<file path="src/rtl/nes_joypad_pkg.sv">
// Shared constants for the NES joypad ports: button bit positions,
// four-score signature bytes, default shift length and turbo slot order.
package nes_joypad_pkg;

    localparam int BTN_A      = 0;
    localparam int BTN_B      = 1;
    localparam int BTN_SELECT = 2;
    localparam int BTN_START  = 3;
    localparam int BTN_UP     = 4;
    localparam int BTN_DOWN   = 5;
    localparam int BTN_LEFT   = 6;
    localparam int BTN_RIGHT  = 7;

    localparam int PAD_W           = 8;
    localparam int DEFAULT_SHIFT_W = 24;
    localparam int FS_FRAME_W      = 24;

    localparam logic [7:0] FS_SIG_PORT0 = 8'h08;
    localparam logic [7:0] FS_SIG_PORT1 = 8'h04;
    localparam logic [7:0] FS_SIG_NONE  = 8'h00;

    // Turbo enable bits are packed four per port in this order.
    typedef enum logic [1:0] {
        TB_PRI_A = 2'd0,
        TB_PRI_B = 2'd1,
        TB_SEC_A = 2'd2,
        TB_SEC_B = 2'd3
    } turbo_slot_e;

    function automatic logic [7:0] fs_signature(input int port);
        case (port)
            0:       return FS_SIG_PORT0;
            1:       return FS_SIG_PORT1;
            default: return FS_SIG_NONE;
        endcase
    endfunction

endpackage

</file>
<file path="src/rtl/nes_joypad_shift.sv">
// One controller port: joy_clk falling-edge detector and the serial shift
// register whose LSB drives the CPU data line.
module nes_joypad_shift
    import nes_joypad_pkg::*;
#(
    parameter int   SHIFT_W  = DEFAULT_SHIFT_W,
    parameter logic FILL_BIT = 1'b1
) (
    input  logic               clk,
    input  logic               reset_n,
    input  logic               ce_i,
    input  logic               load_i,
    input  logic [SHIFT_W-1:0] load_val_i,
    input  logic               joy_clk_i,
    output logic               dout_o
);

    logic [SHIFT_W-1:0] shift_q, shift_d;
    logic               jclk_q, jclk_d;
    logic               fall;

    assign fall = jclk_q && !joy_clk_i;

    // A load while strobe is high swallows any coincident read edge.
    always_comb begin
        shift_d = shift_q;
        jclk_d  = jclk_q;
        if (ce_i) begin
            jclk_d = joy_clk_i;
            if (load_i) begin
                shift_d = load_val_i;
            end else if (fall) begin
                shift_d = {FILL_BIT, shift_q[SHIFT_W-1:1]};
            end
        end
    end

    always_ff @(posedge clk) begin
        if (!reset_n) begin
            shift_q <= '0;
            jclk_q  <= 1'b0;
        end else begin
            shift_q <= shift_d;
            jclk_q  <= jclk_d;
        end
    end

    assign dout_o = shift_q[0];

endmodule

</file>
<file path="src/rtl/nes_joypad_ports.sv">
// NES $4016/$4017 controller ports with optional four-score framing.
// Optional turbo support is compiled in with `define JOYPAD_TURBO_EN.
module nes_joypad_ports
    import nes_joypad_pkg::*;
#(
    parameter int   NUM_PORTS = 2,
    parameter int   SHIFT_W   = DEFAULT_SHIFT_W,
    parameter logic FILL_BIT  = 1'b1
`ifdef JOYPAD_TURBO_EN
    ,
    parameter int   TURBO_DIV = 4
`endif
) (
    input  logic                   clk,
    input  logic                   reset_n,
    input  logic                   ce,
    input  logic                   block_in,
    input  logic                   strobe,
    input  logic [NUM_PORTS-1:0]   joy_clk,
    input  logic [NUM_PORTS*8-1:0] pad_pri,
    input  logic [NUM_PORTS*8-1:0] pad_sec,
    input  logic                   fourscore,
`ifdef JOYPAD_TURBO_EN
    input  logic [NUM_PORTS*4-1:0] turbo,
`endif
    output logic [NUM_PORTS-1:0]   dout
);

    if (NUM_PORTS < 1 || NUM_PORTS > 4) begin : g_bad_ports
        $error("NUM_PORTS must be in 1..4");
    end
    if (SHIFT_W < PAD_W) begin : g_bad_shift
        $error("SHIFT_W must be at least 8");
    end

`ifdef JOYPAD_TURBO_EN
    localparam int CNT_W = (TURBO_DIV > 1) ? $clog2(TURBO_DIV) : 1;

    logic             strobe_q, strobe_d;
    logic [CNT_W-1:0] tcnt_q, tcnt_d;
    logic             phase_q, phase_d;

    // Phase flips once every TURBO_DIV strobe rising edges.
    always_comb begin
        strobe_d = strobe_q;
        tcnt_d   = tcnt_q;
        phase_d  = phase_q;
        if (ce) begin
            strobe_d = strobe;
            if (strobe && !strobe_q) begin
                if (tcnt_q == CNT_W'(TURBO_DIV - 1)) begin
                    tcnt_d  = '0;
                    phase_d = ~phase_q;
                end else begin
                    tcnt_d = tcnt_q + 1'b1;
                end
            end
        end
    end

    always_ff @(posedge clk) begin
        if (!reset_n) begin
            strobe_q <= 1'b0;
            tcnt_q   <= '0;
            phase_q  <= 1'b0;
        end else begin
            strobe_q <= strobe_d;
            tcnt_q   <= tcnt_d;
            phase_q  <= phase_d;
        end
    end
`endif

    for (genvar p = 0; p < NUM_PORTS; p++) begin : g_port
        logic [7:0]         pri_mask, sec_mask;
        logic [7:0]         pri_bits, sec_bits;
        logic [SHIFT_W-1:0] load_val;

`ifdef JOYPAD_TURBO_EN
        always_comb begin
            pri_mask = '1;
            sec_mask = '1;
            pri_mask[BTN_A] = ~turbo[p*4 + int'(TB_PRI_A)] | phase_q;
            pri_mask[BTN_B] = ~turbo[p*4 + int'(TB_PRI_B)] | phase_q;
            sec_mask[BTN_A] = ~turbo[p*4 + int'(TB_SEC_A)] | phase_q;
            sec_mask[BTN_B] = ~turbo[p*4 + int'(TB_SEC_B)] | phase_q;
        end
`else
        assign pri_mask = '1;
        assign sec_mask = '1;
`endif

        // Blocking zeroes only the button bits; signature and fill survive.
        assign pri_bits = block_in ? 8'h00 : (pad_pri[p*8 +: 8] & pri_mask);
        assign sec_bits = block_in ? 8'h00 : (pad_sec[p*8 +: 8] & sec_mask);

        if (SHIFT_W >= FS_FRAME_W) begin : g_fs
            always_comb begin
                load_val      = {SHIFT_W{FILL_BIT}};
                load_val[7:0] = pri_bits;
                if (fourscore) begin
                    load_val[15:8]  = sec_bits;
                    load_val[23:16] = fs_signature(p);
                end
            end
        end else begin : g_std
            // Too short for a four-score frame: always the standard format.
            always_comb begin
                load_val      = {SHIFT_W{FILL_BIT}};
                load_val[7:0] = pri_bits;
            end
        end

        nes_joypad_shift #(
            .SHIFT_W  (SHIFT_W),
            .FILL_BIT (FILL_BIT)
        ) u_shift (
            .clk        (clk),
            .reset_n    (reset_n),
            .ce_i       (ce),
            .load_i     (strobe),
            .load_val_i (load_val),
            .joy_clk_i  (joy_clk[p]),
            .dout_o     (dout[p])
        );
    end

endmodule

</file>
<file path="config.mk">
export PLATFORM = sky130hd
export DESIGN_NAME = nes_joypad_ports
export DESIGN_NICKNAME = d
export VERILOG_FILES = /design/src/rtl/nes_joypad_pkg.sv /design/src/rtl/nes_joypad_shift.sv /design/src/rtl/nes_joypad_ports.sv
export SDC_FILE = /design/constraint.sdc
export NUM_CORES = 1
export LEC_CHECK = 0
export BUFFER_PORTS_ARGS = -buffer_cell sky130_fd_sc_hd__clkbuf_2
export CAP_MARGIN = 10
export CORE_ASPECT_RATIO = 0.75
export CORE_UTILIZATION = 35
export DETAILED_ROUTE_END_ITERATION = 10
export GPL_ROUTABILITY_DRIVEN = 0
export MAX_ROUTING_LAYER = met4
export SKIP_LAST_GASP = 1
export SYNTH_ARGS = -nofsm -noshare
export SYNTH_HDL_FRONTEND = slang
export SYNTH_SLANG_ARGS = --single-unit
export TNS_END_PERCENT = 10
</file>
<file path="constraint.sdc">
create_clock -name clk -period 3.11 [get_ports clk]
set_input_delay 0.4665 -clock clk [delete_from_list [all_inputs] [get_ports clk]]
set_output_delay 0.4665 -clock clk [all_outputs]
set_load 0.02 [all_outputs]
</file>
Word-level counts from Yosys, hierarchy flattened
Cells that the tools add are included.

storage, ports and cells
  input bits = 40
  output and inout bits = 2
  register bits = 50

operators by class
  reduce and logical (&&, ||, !) cells = 8
  multiplexer cells = 10

operators by type and width
  operator             count
  $mux W24             4
  $mux W16             2
  $mux W8              4
  $reduce_and A2 Y1    2
  $reduce_bool A2 Y1   2
  $logic_and A1 B1 Y1  2
  $logic_not A1 Y1     2

Depth between registers and ports, before layout
Gate-level depths: netlist of run 1.

  depth after elaboration = 4
  depth in mapped cells = 5
  mapped depth without buffers = 3

Cells and area by module
A second synthesis of run 1 with hierarchy kept.

second synthesis, totals
  cell total of the unflattened synthesis = 324
  area, all modules = 2897.8 µm²

modules (own cells, without submodules)
  module            instances  area an instance (µm²)  cells an instance
  nes_joypad_shift  2          1307.5                  135
  nes_joypad_ports  1          282.8                   54

Worst setup path after synthesis of run 1
OpenSTA, ideal clock, no wires.

  path kind = input-to-reg
  start = input strobe
  end = register g_port[1].u_shift.shift_q[18]
  cell stages on the path = 4
  library setup time = 119 ps
  slack = 1838 ps
  data arrival time = 1153 ps
  cells stage by stage = buf_6 > o21a_1 > buf_2 > o221a_1

on the way
  cells in the longest elaborated chain, start to end = 2
  elaborated cells on any way between the ends = 3

RTL lines
  element                       RTL line                text
  start, declared               nes_joypad_ports.sv:18  input logic strobe,
  $reduce_bool A2 Y1 (no line)  -
  $reduce_and A2 Y1 (no line)   -
  end signal, assigned          nes_joypad_shift.sv:43  shift_q <= shift_d;
  end, declared                 nes_joypad_shift.sv:18  logic [SHIFT_W-1:0] shift_q, shift_d;

Parallel ways exist; a longest one is shown, timed or not.
A chain may end at the register's enable or synchronous reset.

Final worst setup path of run 1
  start = input strobe
  end = register g_port[1].u_shift.shift_q[7]

The elaborated chain is that of the path after synthesis.

==> results_dict.tcl, run 1 <==
set metrics [dict create \
    status "complete, no violations" \
    startpoint_type "primary input" \
    syn_nets 307 \
    dp_hpwl_mm 3.317 \
    ant_nets 0 \
    synthMuxAreaShare_pct 10.92 \
    vias 2012 \
    crit_fanout 43 \
    cts.htree.levels 2 \
    cp-end-kind "flop" \
    post-route-period-util_pct 58.36 \
    core_sq_um 7466 \
    slew_headroom_pct 36.67 \
    syn_to_final_growth_pct 6.964 \
    synth_area_sq_um 2749 \
    synth_seq_area_share_pct 36.41 \
    critPathSlowestCell "clkbuf_2" \
    routedWlPerCell_um 13.65 \
    grt_max_degree 79 \
    p_leak_nw 1.321 \
    grt_setup_unrepaired "false" \
    grt_pass1_wl_mm 9.052 \
    holdBufCountCts 0 \
    antenna_found_initial 0 \
    via_per_inst 5.199 \
    tightest_slew_ns 0.9500 \
    layout.cells.non_filler 387 \
    clk_latency_ns 0.30 \
    cpPeakStageDelay_ns 0.70 \
    setup-violations-final 0 \
    synthCells 267 \
    syn_avg_cell_area_sq_um 10.30 \
    drc 0 \
    drv_slew 0 \
    drive_above_1_share_pct 21.68 \
    grt.overflow.total 0 \
    wl_mm 5.283 \
    power_density_nw_per_um2 498.8 \
    synth_async_sr_flop_share_pct 0 \
    synth_top_area_cell "dfxtp_1" \
    drt_iter0_markers 96 \
    dr.pass1.iters 4 \
    synth-simple-area-share_pct 18.71 \
    start_util_pct 36.82 \
    root_buffer "clkbuf_8" \
    dieArea_sq_um 8216 \
    min_period_ns 1.815 \
    ys_top_cells_by_count "dfxtp_1 (50), mux2i_1 (30), nand2_1 (30), o211a_1 (18)" \
    fin_skew_ns 0.008322 \
    ys_ff_latch 50 \
    pin_count 42 \
    ys_dominant_reg_cell "dfxtp_1" \
    chipHeight_um 78.75 \
    synth_top_family_by_area "compound AO/OA/AOI/OAI gates" \
    diodes 0 \
    synth_top_cells_by_area "dfxtp_1 (36%), mux2i_1 (11%), o211a_1 (6.6%)" \
    io_buffer_count 41 \
    cts_setup_buffers 0 \
    crit_path_frequent_cell "buf_4" \
    clk_pin_slew_ns 0.10 \
    grt_usage_pct 13.77 \
    die_x_um 104.3 \
    cts_tree "built" \
    hold_path_class "flop to flop" \
    final_util_pct 39.38 \
    yosys_warnings 0 \
    synthAdderAreaFrac_pct 0 \
    synth_top_area_share_pct 36.41 \
    cts_resized 0 \
    fmax_mhz 550.9 \
    r2r_slack_ns 1.64 \
    clock_path_buffers 2 \
    hold_viol_final 0 \
    cap_violations 0 \
    synth_compound_area_share_pct 22.58 \
    vdd_drop_max_v 0.0001781 \
    synth_cell_type_count 23 \
    path_class "primary input to flop" \
    required_ns 3.32 \
    cts_made_buffers 5 \
    finalNetCount 325 \
    synth_edf_count 0 \
    cp.arrival_ns 2.02 \
    path_cells "clkbuf_2 -> buf_4 -> buf_4 -> o2111ai_1 -> o211a_1" \
    cts_sinks 50 \
    num_rows 27 \
    totalPowerFinal_mw 1.467 \
    synth.most_common_cell "dfxtp_1" \
    grt_pass1_vias 1927 \
    synth_xor_area_share_pct 0 \
    setup_tns_ns 0 \
    place_inst 379 \
]
## sequential cells by signal (all words and copies together), names as in the netlist
register                cells
g_port.u_shift.shift_q     48
g_port.u_shift.jclk_q       2
## cell usage in the layout (no fill, tap or decap)
| master | count |
|---|---|
| mux2i_1 | 30 |
| o211ai_1 | 12 |
| o21ai_4 | 2 |
| nor2b_1 | 15 |
| o221a_1 | 2 |
| nand2b_1 | 16 |
| clkbuf_2 | 41 |
| nand3b_1 | 16 |
| dfxtp_1 | 50 |
| nor2b_4 | 2 |
| and2b_2 | 4 |
| o2111ai_1 | 16 |
| bufinv_16 | 2 |
| buf_4 | 4 |
| nand2_1 | 30 |
| o221ai_1 | 16 |
| clkbuf_8 | 6 |
| nand3_1 | 1 |
| o21a_1 | 2 |
| o211a_1 | 18 |
| nand2_8 | 1 |
## cells by family after synthesis
logic type,after synthesis
AND/OR/NAND/NOR,85
AO/OA/AOI/OAI,68
buffers and inverters,34
multiplexers,30
flip-flops,50
## power breakdown
| part | switching (mW) | internal [mW] | total, mW | leakage, nW |
|---|---|---|---|---|
| clock | 0.221 | 0.343 | 0.564 | 0.0714 |
| sequential | 0.0200 | 0.681 | 0.701 | 0.410 |
| combinational | 0.107 | 0.0946 | 0.201 | 0.840 |
| total | 0.348 | 1.12 | 1.47 | 1.32 |
## critical path, delay by kind of cell
kind	cells	cell delay (ns)
compound gates	2	0.30
buf+inv	3	1.24
## per-stage QoR
stage | hold WS, ns | instance area, sq um | worst slack (ns)
final | 0.4651 | 2940 | 1.295
after global routing | 0.4826 | 2940 | 1.183
after CTS | 0.4681 | 2940 | 1.298
after detailed placement | 0.4532 | 2798 | 0.9541
after global placement | 0.4466 | 2798 | 0.9762
after floorplan | 0.4349 | 2749 | 1.838
## metal layers
layer,global-route usage (%),vias to the layer above,routed length [um]
met1,18.22,959,2828
li1,-,1020,-
met4,3.429,0,45
met2,21.19,26,2223
met5,-,-,0
met3,3.284,7,185
## final cells by class
| class | instances | area [sq um] |
|---|---|---|
| well taps | 101 | 126.4 |
| fillers | 760 | 4526 |
| multi-input cells | 183 | 1435 |
| clock buffers | 6 | 82.58 |
| clock inverters | 2 | 60.06 |
| flip-flops and latches | 50 | 1001 |
| repair buffers | 45 | 235.2 |
## worst paths after layout
| check | from | endpoint | depth (start not counted) |
|---|---|---|---|
| worst max-delay path | strobe | g_port[1].u_shift.shift_q[7] | 5 |
| worst min-delay path | g_port[1].u_shift.shift_q[16] | g_port[1].u_shift.shift_q[16] | 2 |
| worst max register to register | g_port[0].u_shift.jclk_q | g_port[0].u_shift.shift_q[22] | 3 |
| worst min register to register | g_port[1].u_shift.shift_q[16] | g_port[1].u_shift.shift_q[16] | 2 |
Power figures use the tool's default switching activity.
==> run 2: changes to the inputs <==
Settings changed: ABC_AREA set to 1.
Clock period 3.11 ns to 1.9 ns, I/O delays scaled along.
==> results_dict.tcl, run 2 <==
set metrics [dict create \
    cts_tree "built" \
    cts_made_buffers 5 \
    critPathLaunch "strobe" \
    tightest_slew_ns 0.5349 \
    crit_path_frequent_cell "nand2_1" \
    yosys_warnings 0 \
    largest_reg_flops 48 \
    grt_util_met2_pct 26.98 \
    cts.htree.levels 2 \
    top_register "g_port.u_shift.shift_q" \
    multiInputGateArea_sq_um 1400 \
    synth.most_common_cell "nand2_1" \
    r2r-start "g_port[0].u_shift.jclk_q" \
    required_ns 2.12 \
    clk_pin_slew_ns 0.10 \
    hold_viol_final 0 \
    cp.arrival_ns 1.46 \
    io_buffer_count 41 \
    via_per_inst 4.632 \
    cp_num_buf_inv 3 \
    grt.overflow.total 0 \
    syn_nets 486 \
    grt_pass1_vias 2410 \
    syn_to_final_growth_pct 13.15 \
    layout_common_cells "nand2_1 (186), nor2_1 (56), dfxtp_1 (50), nand3_1 (44), clkbuf_2 (41)" \
    status "complete, no violations" \
    num_rows 27 \
    path_cells "clkbuf_2 -> nand2_1 -> inv_1 -> nand2_1 -> nand2_1 -> nand2_1 -> inv_1 -> nor2_1" \
    cap_violations 0 \
    drc 0 \
    min_period_ns 1.237 \
    dieArea_sq_um 8110 \
    cp_top_family "buffers and inverters" \
    chipHeight_um 78.24 \
    vias 2668 \
    synth_seq_area_share_pct 36.90 \
    syn_avg_cell_area_sq_um 6.082 \
    cts_resized 0 \
    register_area_sq_um 1001 \
    cts_setup_buffers 0 \
    hold_start "joy_clk[0]" \
    grt.busiest_layer "met2" \
    reg_top3 "g_port.u_shift.shift_q x48, g_port.u_shift.jclk_q x2" \
    cts_sinks 50 \
    drv_slew 0 \
    ys_dominant_reg_cell "dfxtp_1" \
    clk_latency_ns 0.31 \
    power_density_nw_per_um2 725.1 \
    drt_iter0_markers 191 \
    core_sq_um 7432 \
    synth_top_cells_by_area "dfxtp_1 (37%), nand2_1 (26%), nand3_1 (8.1%)" \
    path_class "primary input to flop" \
    fmax_mhz 808.2 \
    setup_tns_ns 0 \
    vdd_drop_max_v 0.0002723 \
    holdBufCountCts 0 \
    use_met1_pct 22.64 \
    p_leak_nw 1.700 \
    grt_pass1_wl_mm 11.14 \
    critPathSlowestCell "inv_1" \
    grt_util_met3_pct 3.571 \
    wl_mm 6.371 \
    clock_path_buffers 2 \
    cpPeakStageDelay_ns 0.40 \
    die_x_um 103.7 \
    root_buffer "clkbuf_8" \
    slew_headroom_pct 64.30 \
    synth_top_area_share_pct 36.90 \
    fill_cells 824 \
    cp-end-kind "flop" \
    start_util_pct 36.50 \
    synth_area_sq_um 2713 \
    synth_async_sr_flop_share_pct 0 \
    synth_edf_count 0 \
    final_util_pct 41.30 \
    ys_ff_latch 50 \
    fin_skew_ns 0.007852 \
    timing.hold.ws_ns 0.2282 \
    synth_top_area_cell "dfxtp_1" \
    grt_setup_unrepaired "false" \
    finalNetCount 514 \
    pin_count 42 \
    layout_commonest_cell "nand2_1" \
    grt_usage_pct 17.24 \
    synthCells 446 \
    routedWlPerCell_um 11.06 \
    post-route-period-util_pct 65.13 \
    ant_nets 0 \
    diodes 0 \
    synth_cell_type_count 18 \
    crit_fanout 16 \
    antenna_found_initial 0 \
    startpoint_type "primary input" \
    hold_path_class "primary input to flop" \
    ys_top_cells_by_count "nand2_1 (186), nor2_1 (56), dfxtp_1 (50), nand3_1 (44), inv_1 (38)" \
    drive_above_1_share_pct 13.89 \
    grt_max_degree 37 \
    setup-violations-final 0 \
    dr.pass1.iters 4 \
    dp_hpwl_mm 4.178 \
]
## run 2: cell types whose count changed after synthesis, moves of 18 or more
cell / delta
nand2_1: +156
nor2_1: +56
nand3_1: +43
inv_1: +38
mux2i_1: -30
o211a_1: -18
## run 2: power breakdown
group | internal, mW | switching (mW)
Sequential | 1.12 | 0.0285
Clock | 0.260 | 0.387
Combinational | 0.173 | 0.256
Total | 1.55 | 0.671
## run 2: cell families after synthesis
logic type      after synthesis  share of synthesized area [%]
simple gates                311                          48.48
buf+inv                      69                          11.48
flops                        50                          36.90
compound gates               16                          3.136
## run 2: worst paths after layout
kind                            slack [ns]                       endpoint  cells after the start
worst max-delay path                  0.66   g_port[0].u_shift.shift_q[8]                      8
worst min-delay path                  0.23       g_port[0].u_shift.jclk_q                      3
worst min register to register        0.48  g_port[1].u_shift.shift_q[16]                      2
worst max register to register        0.80  g_port[0].u_shift.shift_q[21]                      5
## run 2: cell type report
cell class                 count  area share [%]
tap                          101           4.117
clock inverter                 3          0.6930
timing repair buffer          51           9.947
inverter                      39           4.770
multi-input combinational    327           45.62
sequential                    50           32.61
clock buffer                   5           2.242
## run 2: metal layers
metal | up-vias | part of all wire [%]
met2 | 49 | 43
met3 | 7 | 4.0
met5 | - | 0
li1 | 1410 | -
met4 | 0 | 0.82
met1 | 1202 | 52
## run 2: metrics by stage
stage | std cells | worst slack [ns] | cell area (sq um) | power (mW)
floorplan | 446 | 0.7422 | 2713 | 1.494
global placement | 568 | 0.2999 | 2979 | 1.599
detailed placement | 568 | 0.3076 | 2979 | 1.607
CTS | 576 | 0.6468 | 3069 | 2.251
global route | 576 | 0.5190 | 3069 | 2.371
finish | 576 | 0.6626 | 3069 | 2.225
## run 2: worst min-delay path, stage by stage
cell and delay [ns]:
clkbuf_2 0.08, inv_1 0.07, a211oi_1 0.06
